===== config.mk =====
export PLATFORM = sky130hd
export DESIGN_NAME = rca_word_sequencer
export DESIGN_NICKNAME = d
export VERILOG_FILES = /design/src/rtl/rca_word_sequencer.sv
export SDC_FILE = /design/constraint.sdc
export NUM_CORES = 1
export LEC_CHECK = 0
export CAP_MARGIN = 15
export CORE_ASPECT_RATIO = 0.9
export CORE_MARGIN = 2
export CORE_UTILIZATION = 35
export CTS_CLUSTER_DIAMETER = 30
export DETAILED_ROUTE_END_ITERATION = 10
export GPL_TIMING_DRIVEN = 1
export HOLD_SLACK_MARGIN = 0.06
export REMOVE_ABC_BUFFERS = 1
export SETUP_SLACK_MARGIN = 0.4
export SLEW_MARGIN = 30
export SYNTH_ARGS = -nofsm -noshare
export SYNTH_HDL_FRONTEND = slang
export SYNTH_SLANG_ARGS = --single-unit
export TNS_END_PERCENT = 1

===== constraint.sdc =====
create_clock -name clk -period 5.87 [get_ports clk]
set_input_delay 0.8805 -clock clk [delete_from_list [all_inputs] [get_ports clk]]
set_output_delay 0.8805 -clock clk [all_outputs]
set_load 0.05 [all_outputs]

===== src/rtl/rca_word_sequencer.sv =====
// Wide-word adder that reuses one 8-bit ripple-carry adder, one byte per clock,
// least-significant byte first, with the inter-byte carry held in a register.

module RippleCarryAdder_8bit (
  input  logic [7:0] a,
  input  logic [7:0] b,
  input  logic       c_in,
  output logic [7:0] sum,
  output logic       c_out
);
  logic c;

  always_comb begin
    c   = c_in;
    sum = 8'd0;
    for (int i = 0; i < 8; i++) begin
      sum[i] = a[i] ^ b[i] ^ c;
      c      = (a[i] & b[i]) | (c & (a[i] ^ b[i]));
    end
    c_out = c;
  end
endmodule

module rca_word_sequencer #(
  parameter int WORDS = 4
) (
  input  logic                 clk,
  input  logic                 rst,
  input  logic                 start,
  input  logic [8*WORDS-1:0]   in1,
  input  logic [8*WORDS-1:0]   in2,
  input  logic                 c_in,
  output logic                 busy,
  output logic                 done,
  output logic [8*WORDS-1:0]   sum,
  output logic                 c_out,
  output logic                 overflow,
  output logic [1:0]           state_dbg
);
  localparam int W  = 8 * WORDS;
  localparam int IW = (WORDS > 1) ? $clog2(WORDS) : 1;

  typedef enum logic [1:0] {
    IDLE = 2'd0,
    RUN  = 2'd1,
    DONE = 2'd2
  } state_t;

  state_t          state_q;
  state_t          state_d;
  logic [IW-1:0]   idx_q;
  logic            carry_q;
  logic [W-1:0]    a_q;
  logic [W-1:0]    b_q;
  logic [W-1:0]    part_q;
  logic [W-1:0]    part_next;
  logic [7:0]      add_sum;
  logic            add_co;
  logic            last;
  logic            accept;

  // Handshake: start is taken on a rising edge whenever busy=0 (IDLE or DONE);
  // done pulses for one cycle when sum/c_out/overflow become valid, and start
  // seen while busy=1 is dropped without touching the latched operands.
  assign accept    = start && (state_q != RUN);
  assign last      = (idx_q == IW'(WORDS - 1));
  assign state_dbg = state_q;

  RippleCarryAdder_8bit u_add (
    .a     (a_q[8*idx_q +: 8]),
    .b     (b_q[8*idx_q +: 8]),
    .c_in  (carry_q),
    .sum   (add_sum),
    .c_out (add_co)
  );

  // The completing cycle must see its own byte, so the result is taken from here.
  always_comb begin
    part_next = part_q;
    part_next[8*idx_q +: 8] = add_sum;
  end

  always_ff @(posedge clk or posedge rst) begin
    if (rst) state_q <= IDLE;
    else     state_q <= state_d;
  end

  always_comb begin
    state_d = state_q;
    case (state_q)
      IDLE:    if (start) state_d = RUN;
      RUN:     if (last)  state_d = DONE;
      DONE:    state_d = start ? RUN : IDLE;
      default: state_d = IDLE;
    endcase
  end

  always_comb begin
    busy = (state_q == RUN);
    done = (state_q == DONE);
  end

  always_ff @(posedge clk or posedge rst) begin
    if (rst) begin
      idx_q    <= '0;
      carry_q  <= 1'b0;
      a_q      <= '0;
      b_q      <= '0;
      part_q   <= '0;
      sum      <= '0;
      c_out    <= 1'b0;
      overflow <= 1'b0;
    end else if (accept) begin
      a_q     <= in1;
      b_q     <= in2;
      carry_q <= c_in;
      idx_q   <= '0;
    end else if (state_q == RUN) begin
      part_q  <= part_next;
      carry_q <= add_co;
      if (last) begin
        sum      <= part_next;
        c_out    <= add_co;
        overflow <= (a_q[W-1] == b_q[W-1]) && (part_next[W-1] != a_q[W-1]);
      end else begin
        idx_q <= idx_q + 1'b1;
      end
    end
  end
endmodule

# [Word level (Yosys, flattened, before mapping)]
# Index checks and enable logic that the tools add are counted.
[word_totals] inputBits=68 elab_cells=83 regBits=135
[op_classes] add_sub_neg=2 mux=10 bitwise_logic=41 reduce_logical=8 shift=4 n_eq_ne=9
[ops] cell="32-bit by 6-bit variable part select with 8-bit output" count=2
[ops] cell="5-bit negation with 34-bit output" count=1
[ops] cell="8-bit by 34-bit variable shift with 32-bit output (first input constant)" count=1
[ops] cell="8-bit by 34-bit variable part select with 32-bit output" count=1
[ops] cell="32-bit bitwise mux" count=1
[ops] cell="1-bit bitwise AND" count=16
[ops] cell="1-bit XOR" count=16
[ops] cell="2-bit 2-to-1 mux" count=5
[ops] cell="1-bit OR" count=8
[ops] cell="2-bit by 1-bit != test with 1-bit output (second input constant)" count=3
[ops] cell="2-bit one-hot mux with 3 select lines" count=1
[ops] cell="2-bit AND reduction" count=3
[ops] cell="2-bit == test (second input constant)" count=2
[ops] cell="1-bit 2-to-1 mux" count=3
[ops] cell="3-bit AND reduction" count=1
[ops] cell="2-bit by 1-bit adder with 2-bit output (second input constant)" count=1
[ops] cell="2-bit by 1-bit == test with 1-bit output (second input constant)" count=1
[ops] cell="1-bit logical AND" count=2
[ops] cell="2-bit logical NOT" count=1
[ops] cell="2-bit != test (second input constant)" count=1
[ops] cell="2-bit nonzero test" count=1
[ops] cell="1-bit == test" count=1
[ops] cell="1-bit != test" count=1
[ops] cell="1-bit inverter" count=1

# [Longest topological paths before layout]
# Gate-level depths: netlist of the first run.
[logic_depth] depth_word=21 mapped_depth=18 depth_no_buf=15

# [By module]
# A second synthesis of the first run with hierarchy kept.
[hier_totals] cells_unflattened=475 hier_area_um2=6134.6
[by_module_without_submodules] mod="rca_word_sequencer" seq_area_each_um2=3378.2 cells_each=457 instances=1 area_per_inst_um2=5936.9
[by_module_without_submodules] mod="RippleCarryAdder_8bit" seq_area_each_um2=0.0 cells_each=18 instances=1 area_per_inst_um2=197.7

# [Worst setup path after synthesis of the first run]
# Ideal clock, no wire load.
[synth_timing] kind="reg2reg" startpoint="register idx_q[1]" endpoint="register overflow" path_slack_ns=1.055 t_required_ns=5.801 n_path_buf=3 period_less_slack_ns=4.815 arrival_time_ns=4.745 path_stages_with_launch=19 setup_time_ns=0.069 cell_sequence="dfrtp_1 > clkbuf_1 > buf_2 > mux4_2 > inv_1 > fa_1 > fa_1 > fa_1 > fa_1 > fa_1 > inv_1 > fa_1 > inv_1 > fa_1 > inv_1 > fa_1 > clkbuf_1 > a2111o_1 > nand3_1"
[synth_between] elab_chain_len=21 elab_cells_between_ends=47 classes_between="1 x add/sub; 2 x eq/ne; 4 x shift; 1 x mux; 37 x bitwise; 2 x reduce/logical"
[synth_lines] element="start: declaration" line_no="51" source="logic [IW-1:0] idx_q;"
[synth_lines] element="start signal: assignment" line_no="126" source="idx_q <= idx_q + 1'b1;"
[synth_lines] element="32-bit by 6-bit variable part select with 8-bit output (on tied branches)" line_no="70, 71"
[synth_lines] element="1-bit XOR" line_no="17, 18"
[synth_lines] element="1-bit bitwise AND" line_no="18" source="c = (a[i] & b[i]) | (c & (a[i] ^ b[i]));"
[synth_lines] element="1-bit OR" line_no="18"
[synth_lines] element="1-bit bitwise AND" line_no="18"
[synth_lines] element="1-bit OR" line_no="18"
[synth_lines] element="1-bit bitwise AND" line_no="18"
[synth_lines] element="1-bit OR" line_no="18"
[synth_lines] element="[... 5 more ...]"
[synth_lines] element="1-bit OR" line_no="18"
[synth_lines] element="1-bit bitwise AND" line_no="18"
[synth_lines] element="1-bit OR" line_no="18"
[synth_lines] element="1-bit XOR" line_no="17" source="sum[i] = a[i] ^ b[i] ^ c;"
[synth_lines] element="8-bit by 34-bit variable part select with 32-bit output" line_no="80" source="part_next[8*idx_q +: 8] = add_sum;"
[synth_lines] element="32-bit bitwise mux" line_no="80"
[synth_lines] element="1-bit != test" line_no="124" source="overflow <= (a_q[W-1] == b_q[W-1]) && (part_next[W-1] != a_q[W-1]);"
[synth_lines] element="1-bit logical AND" line_no="124"
[synth_lines] element="end signal: assignment" line_no="124"
[synth_lines] element="end: declaration" line_no="37" source="output logic overflow,"
# Several ways; a longest one is shown, not always the timed one.
# A chain may end at the register's enable or synchronous reset.

# [Worst setup path in the final report of the first run]
[layout_timing] startpoint="register idx_q[0]" endpoint="register overflow"
# The elaborated chain is that of the path after synthesis.

==> metrics, run 1 <==
Place WS=a little under 1 ns; fin nets=662; Die Wd=between 100 and 150 µm; most common flop cell mapped by yosys=dfrtp_1; number of synthesized register bits=roughly 140; CTS Buf Count=17; Clock Pin Slew Worst Setup and Hold Paths=0.06 ns; H-tree depth=4; met3 Use GR=under 10%; # hold bufs at CTS=0; Core Rows=between 40 and 50; Post-Synthesis Cells=about 480; Worst Setup Path Type=reg2reg; Yosys top cell by area=dfrtp_1; CP max stage delay=~0.56 ns; GR peak layer=met2; clk_skew=between 0.007 and 0.008 ns; DR iter-0 viols=211; async set-reset flop share out of synthesis=between 90% and 100%; Post-synth EDFFs=0; Max Root-Sink Buffers=2; Synth top cells by count=dfrtp_1, mux2_2, nand2_1; Final period util=82.9%; CTS tree=yes; Levels on crit path=16; routed vias=between 4000 and 5000; GRT Total Usage=between 10% and 20%; Least-Margin Pin Slew=0.807 ns; drt total wl=roughly 14000 µm; Yosys cell types=34; Max Fclk=approximately 210 MHz; minimum clock period=just under 5 ns; hold slack=0.475 ns; Hold/Removal Path Class=reg2reg; wire length per cell=approximately 17 µm; Reg2Reg Depth=16; worst path required time=6.22 ns; Yosys top cell area share=54.4%; die footprint=roughly 19000 µm²; RSZ-0062 raised after global routing=no; post-synthesis sequential area ratio=54.4%; max-cap viol count=0; GR Util met2=between 20% and 30%; crit path launch type=flip-flop; syn avg cell area=between 10 and 15 µm²; chip height=approximately 130 µm; GRT met1 Usage=between 20 and 25%; crit-path cells=buf_4, mux4_1, inv_1, fa_1, fa_1, fa_1, fa_1, fa_1, inv_1, fa_1, inv_1, fa_1, inv_1, fa_1, a2111o_1, nand3_1; most used cell, CP=fa_1; Clock Tree Root=clkbuf_16; Synth Warn #=0; Final GP Congestion=0.741; delay-heaviest family, CP=adder cells; antenna viol nets, final=0; clk_lat worst skew=between 0.4 and 0.5 ns; Congestion Overflow GR=0; post-CTS setup buffer count=0; Ports=around 110; core area=17500 µm²; DRT Pass-1 Iters=4; CP max-delay cell=fa_1; worst path bufs/invs=5; DR vias/cell=a little under 5; hold depth=2; Pins Over Slew Limit=0; slew margin rel.=approximately 46%; number of global-route vias before repair=4257; pin count of the biggest net entering global routing=90; crit end category=flip-flop; most common cell in the netlist=dfrtp_1; ratio of cells with drive above 1 in the final layout=about a fifth; Starting Density=around 36%; mapped cell area=between 6000 and 7000 µm²; Fill cells=1605; Layout area overhead=29.2%; IO Port Bufs=between 100 and 150; final antenna diode count=0; HPWL after detailed placement=9860 µm; endpoints failing setup=0; clk sink count=between 100 and 150; Remaining DRCs=0; largest cells by area after synthesis=dfrtp_1, mux2_2, a22o_1; Final Hold Vio Count=0; final worst setup slack=around 1 ns; initial antenna violation count=0; Resized cells post-CTS=0; CP arrival=around 5.2 ns; Post-Route Setup TNS=0 ns; status=finished, final reports clean; CP max FO=13; first-pass GRT wire length=about 23000 µm
worst paths after layout:
path                            startpoint       end  slack [ns]
min in group asynchronous              rst   sum[17]        1.01
worst max-delay path              idx_q[0]  overflow        1.00
max in group asynchronous              rst   b_q[15]        3.74
worst min register to register     sum[10]   sum[10]        0.48
worst min-delay path               sum[10]   sum[10]        0.48
worst max register to register    idx_q[0]  overflow        1.00
state kept, by name, summed over array words and instances, names as in the netlist:
signal     count
idx_q          2
c_out          1
a_q           32
part_q        32
sum           32
b_q           32
overflow       1
carry_q        1
state_dbg      2
worst min-delay path: stages, from the launching register on:
cell	delay [ns]
dfrtp_1	0.33
nand2_1	0.05
o21ai_0	0.06
logic make-up (layout without fill, tap and decap cells):
family	count (synthesis)	count (layout)	share of synthesized area (%)
fa+ha+maj	14	14	3.79
flops	135	135	54.4
compound gates	101	101	10.2
buf+inv	56	171	5.22
mux	84	84	18.5
simple gates	88	88	7.90
cell usage in the layout, fill, tap and decap left out, types with 2 or more instances in the layout:
cell	netlist	routed
dfrtp_1	135	135
clkdlybuf4s50_1	0	105
mux2_2	66	66
nand2_1	40	40
o21ai_0	35	35
a21oi_1	32	32
inv_1	28	27
a22o_1	25	25
nor2b_1	23	23
clkbuf_16	0	17
and2b_1	10	10
mux4_2	9	9
fa_1	8	8
mux4_1	7	7
o2bb2ai_1	6	6
ha_1	6	6
buf_4	3	6
bufinv_16	0	4
clkbuf_8	0	4
clkinv_2	0	3
clkbuf_1	8	3
and4bb_1	2	2
and2_4	2	2
nor2_1	2	2
mux2i_1	2	2
metrics by stage:
| step | area, µm² | instances | utilization, % |
|---|---|---|---|
| 3_3_place_gp | 7390 | 801 | 42.2 |
| 5_1_grt | 8030 | 833 | 45.9 |
| 6_report | 8030 | 833 | 45.9 |
| 2_1_floorplan | 5990 | 450 | - |
| 3_5_place_dp | 7390 | 801 | 42.3 |
| 4_1_cts | 8030 | 833 | 45.9 |
cell type report:
cell class / instances / area (µm²) / share of cell area, %
inverters: 28 / 110 / 1.37
well taps: 240 / 300 / 3.74
clock inverters: 8 / 143 / 1.78
multi-input cells: 287 / 2510 / 31.3
repair buffers: 111 / 1100 / 13.7
flip-flops and latches: 135 / 3380 / 42.1
clock buffers: 24 / 492 / 6.12
per-layer routing:
metal  part of all wire (%)  up-vias
met5                      0        -
met4                    1.8        0
met3                    5.2       19
met2                     45      116
met1                     48     1984
li1                       -     1896
Power of run 1 is left out: the tool's default activity adds up to more than one toggle a clock period on the data nets, which glitch-free logic cannot reach.
==> run 2, diff against run 1 <==
- clock period: 5.87 -> 4.4 ns (I/O delays scaled with it)
==> metrics, run 2 (synthesis results as in run 1) <==
DRT Pass-1 Iters=5 (was 4); status=finished, final reports clean (unchanged); clk_lat worst skew=0.42 ns (about the same); Max Root-Sink Buffers=2 (unchanged); RSZ-0062 raised after global routing=yes (was no); fin nets=666 (was 662); Ports=106 (unchanged); # hold bufs at CTS=0 (unchanged); Clock Pin Slew Worst Setup and Hold Paths=0.06 ns (about the same); clk sink count=135 (unchanged); Final GP Congestion=0.777 (was 0.741); fin util=45.8% (was 45.9%); HPWL after detailed placement=9910 µm (was 9860 µm); pin count of the biggest net entering global routing=67 (was 90); Starting Density=35.5% (unchanged); wire length per cell=16.3 µm (was 16.6 µm); CTS Buf Count=17 (unchanged); worst hold path startpoint=sum[4] (was sum[10]); slew margin rel.=45.7% (was 46.2%); core area=17500 µm² (unchanged); minimum clock period=4.28 ns (was 4.87 ns); clk_skew=0.0112 ns (was 0.00787 ns); hold depth=2 (unchanged); CTS tree=yes (unchanged); Reg2Reg Depth=15 (was 16); crit path launch type=flip-flop (unchanged); H-tree depth=4 (unchanged); routed vias=4020 (was 4015); Remaining DRCs=0 (unchanged); initial antenna violation count=0 (unchanged); Final Hold Vio Count=0 (unchanged); IO Port Bufs=105 (unchanged); Clock Tree Root=clkbuf_16 (unchanged); DR iter-0 viols=211 (unchanged); Hold/Removal Path Class=reg2reg (unchanged); antenna viol nets, final=0 (unchanged); die footprint=18800 µm² (unchanged); most frequent cells in the layout=dfrtp_1, clkdlybuf4s50_1, mux2_2 (unchanged); chip height=130 µm (unchanged); worst path required time=4.75 ns (was 6.22 ns); most common cell after layout, fill and taps aside=dfrtp_1 (unchanged); Die Wd=144 µm (unchanged); Final period util=97.3% (was 82.9%); post-CTS setup buffer count=0 (unchanged); Pins Over Slew Limit=0 (unchanged); CP max FO=4 (was 13); first-pass GRT wire length=22000 µm (was 22500 µm); Fill cells=1635 (was 1605); endpoints failing setup=0 (unchanged); Core Rows=46 (unchanged); DR vias/cell=4.81 (was 4.82); number of global-route vias before repair=4190 (was 4257); CP arrival=4.64 ns (was 5.22 ns); drt total wl=13600 µm (was 13800 µm); Max Fclk=234 MHz (was 205 MHz); final antenna diode count=0 (unchanged); CP startpoint=idx_q[0] (unchanged); GRT Total Usage=15.4% (was 15.7%); max-cap viol count=0 (unchanged); worst r2r src=idx_q[0] (unchanged); Layout area overhead=28.9% (was 29.2%); ratio of cells with drive above 1 in the final layout=23.2% (was 19.6%); Congestion Overflow GR=0 (unchanged); Worst Setup Path Type=reg2reg (unchanged); crit end category=flip-flop (unchanged); Least-Margin Pin Slew=0.815 ns (was 0.807 ns)
[run 2: cell types whose count changed in the layout (fill, tap and decap cells not counted), sizes merged]
| cell | before | now |
|---|---|---|
| bufinv | 4 | 1 |
| clkinv | 3 | 9 |
| buf | 6 | 10 |
| inv | 28 | 29 |
| clkinvlp | 1 | 3 |
| clkbuf | 24 | 17 |
[run 2: metrics by stage]
step	setup TNS, ns	cells	hold slack, ns	worst slack, ns	instance area, µm²
global route	-0.115	836	0.504	-0.0375	8010
global placement	-0.799	805	0.463	-0.127	7420
finish	0	836	0.478	0.119	8010
floorplan	-4.66	450	0.449	-0.583	5990
CTS	0	836	0.485	0.0572	7990
detailed placement	-1.28	805	0.467	-0.176	7420
[run 2: what timing repair did]
item	4_1_cts	5_1_grt
pin swaps	1	5
setup endpoints to repair	18	16
resized for setup	8	11
[run 2: layer usage]
metal | vias to the layer above | GRT usage (%) | share of wire, %
met5 | - | 0 | 0
met4 | 0 | 5.20 | 1.3
met3 | 15 | 5.07 | 6.3
met2 | 107 | 23.4 | 46
met1 | 1999 | 21.0 | 46
li1 | 1899 | - | -
[run 2: area by class of cell]
type | instances | area (µm²) | area share [%]
repair buffers | 115 | 1130 | 14.1
well taps | 240 | 300 | 3.75
multi-input cells | 287 | 2530 | 31.6
clock inverters | 14 | 130 | 1.63
flip-flops and latches | 135 | 3380 | 42.2
clock buffers | 17 | 425 | 5.31
inverters | 28 | 111 | 1.39
[run 2: worst paths after layout]
check / slack (ns) / endpoint
hold reg to reg: 0.48 / sum[4]
setup / recovery: 0.12 / overflow
max in group asynchronous: 2.63 / idx_q[0]
min in group asynchronous: 0.75 / sum[17]
hold / removal: 0.48 / sum[4]
setup reg to reg: 0.12 / overflow
[run 2: worst max-delay path, stage by stage, from the launching register on]
cell      delay [ns]
dfrtp_2         0.43
mux4_2          0.34
inv_2           0.04
fa_2            0.36
fa_2            0.35
fa_2            0.35
fa_2            0.35
fa_2            0.37
inv_2           0.07
fa_1            0.18
inv_2           0.04
fa_2            0.37
inv_2           0.06
fa_2            0.46
a2111o_1        0.38
nand3_1         0.07
Power of run 2 is left out for the same reason.
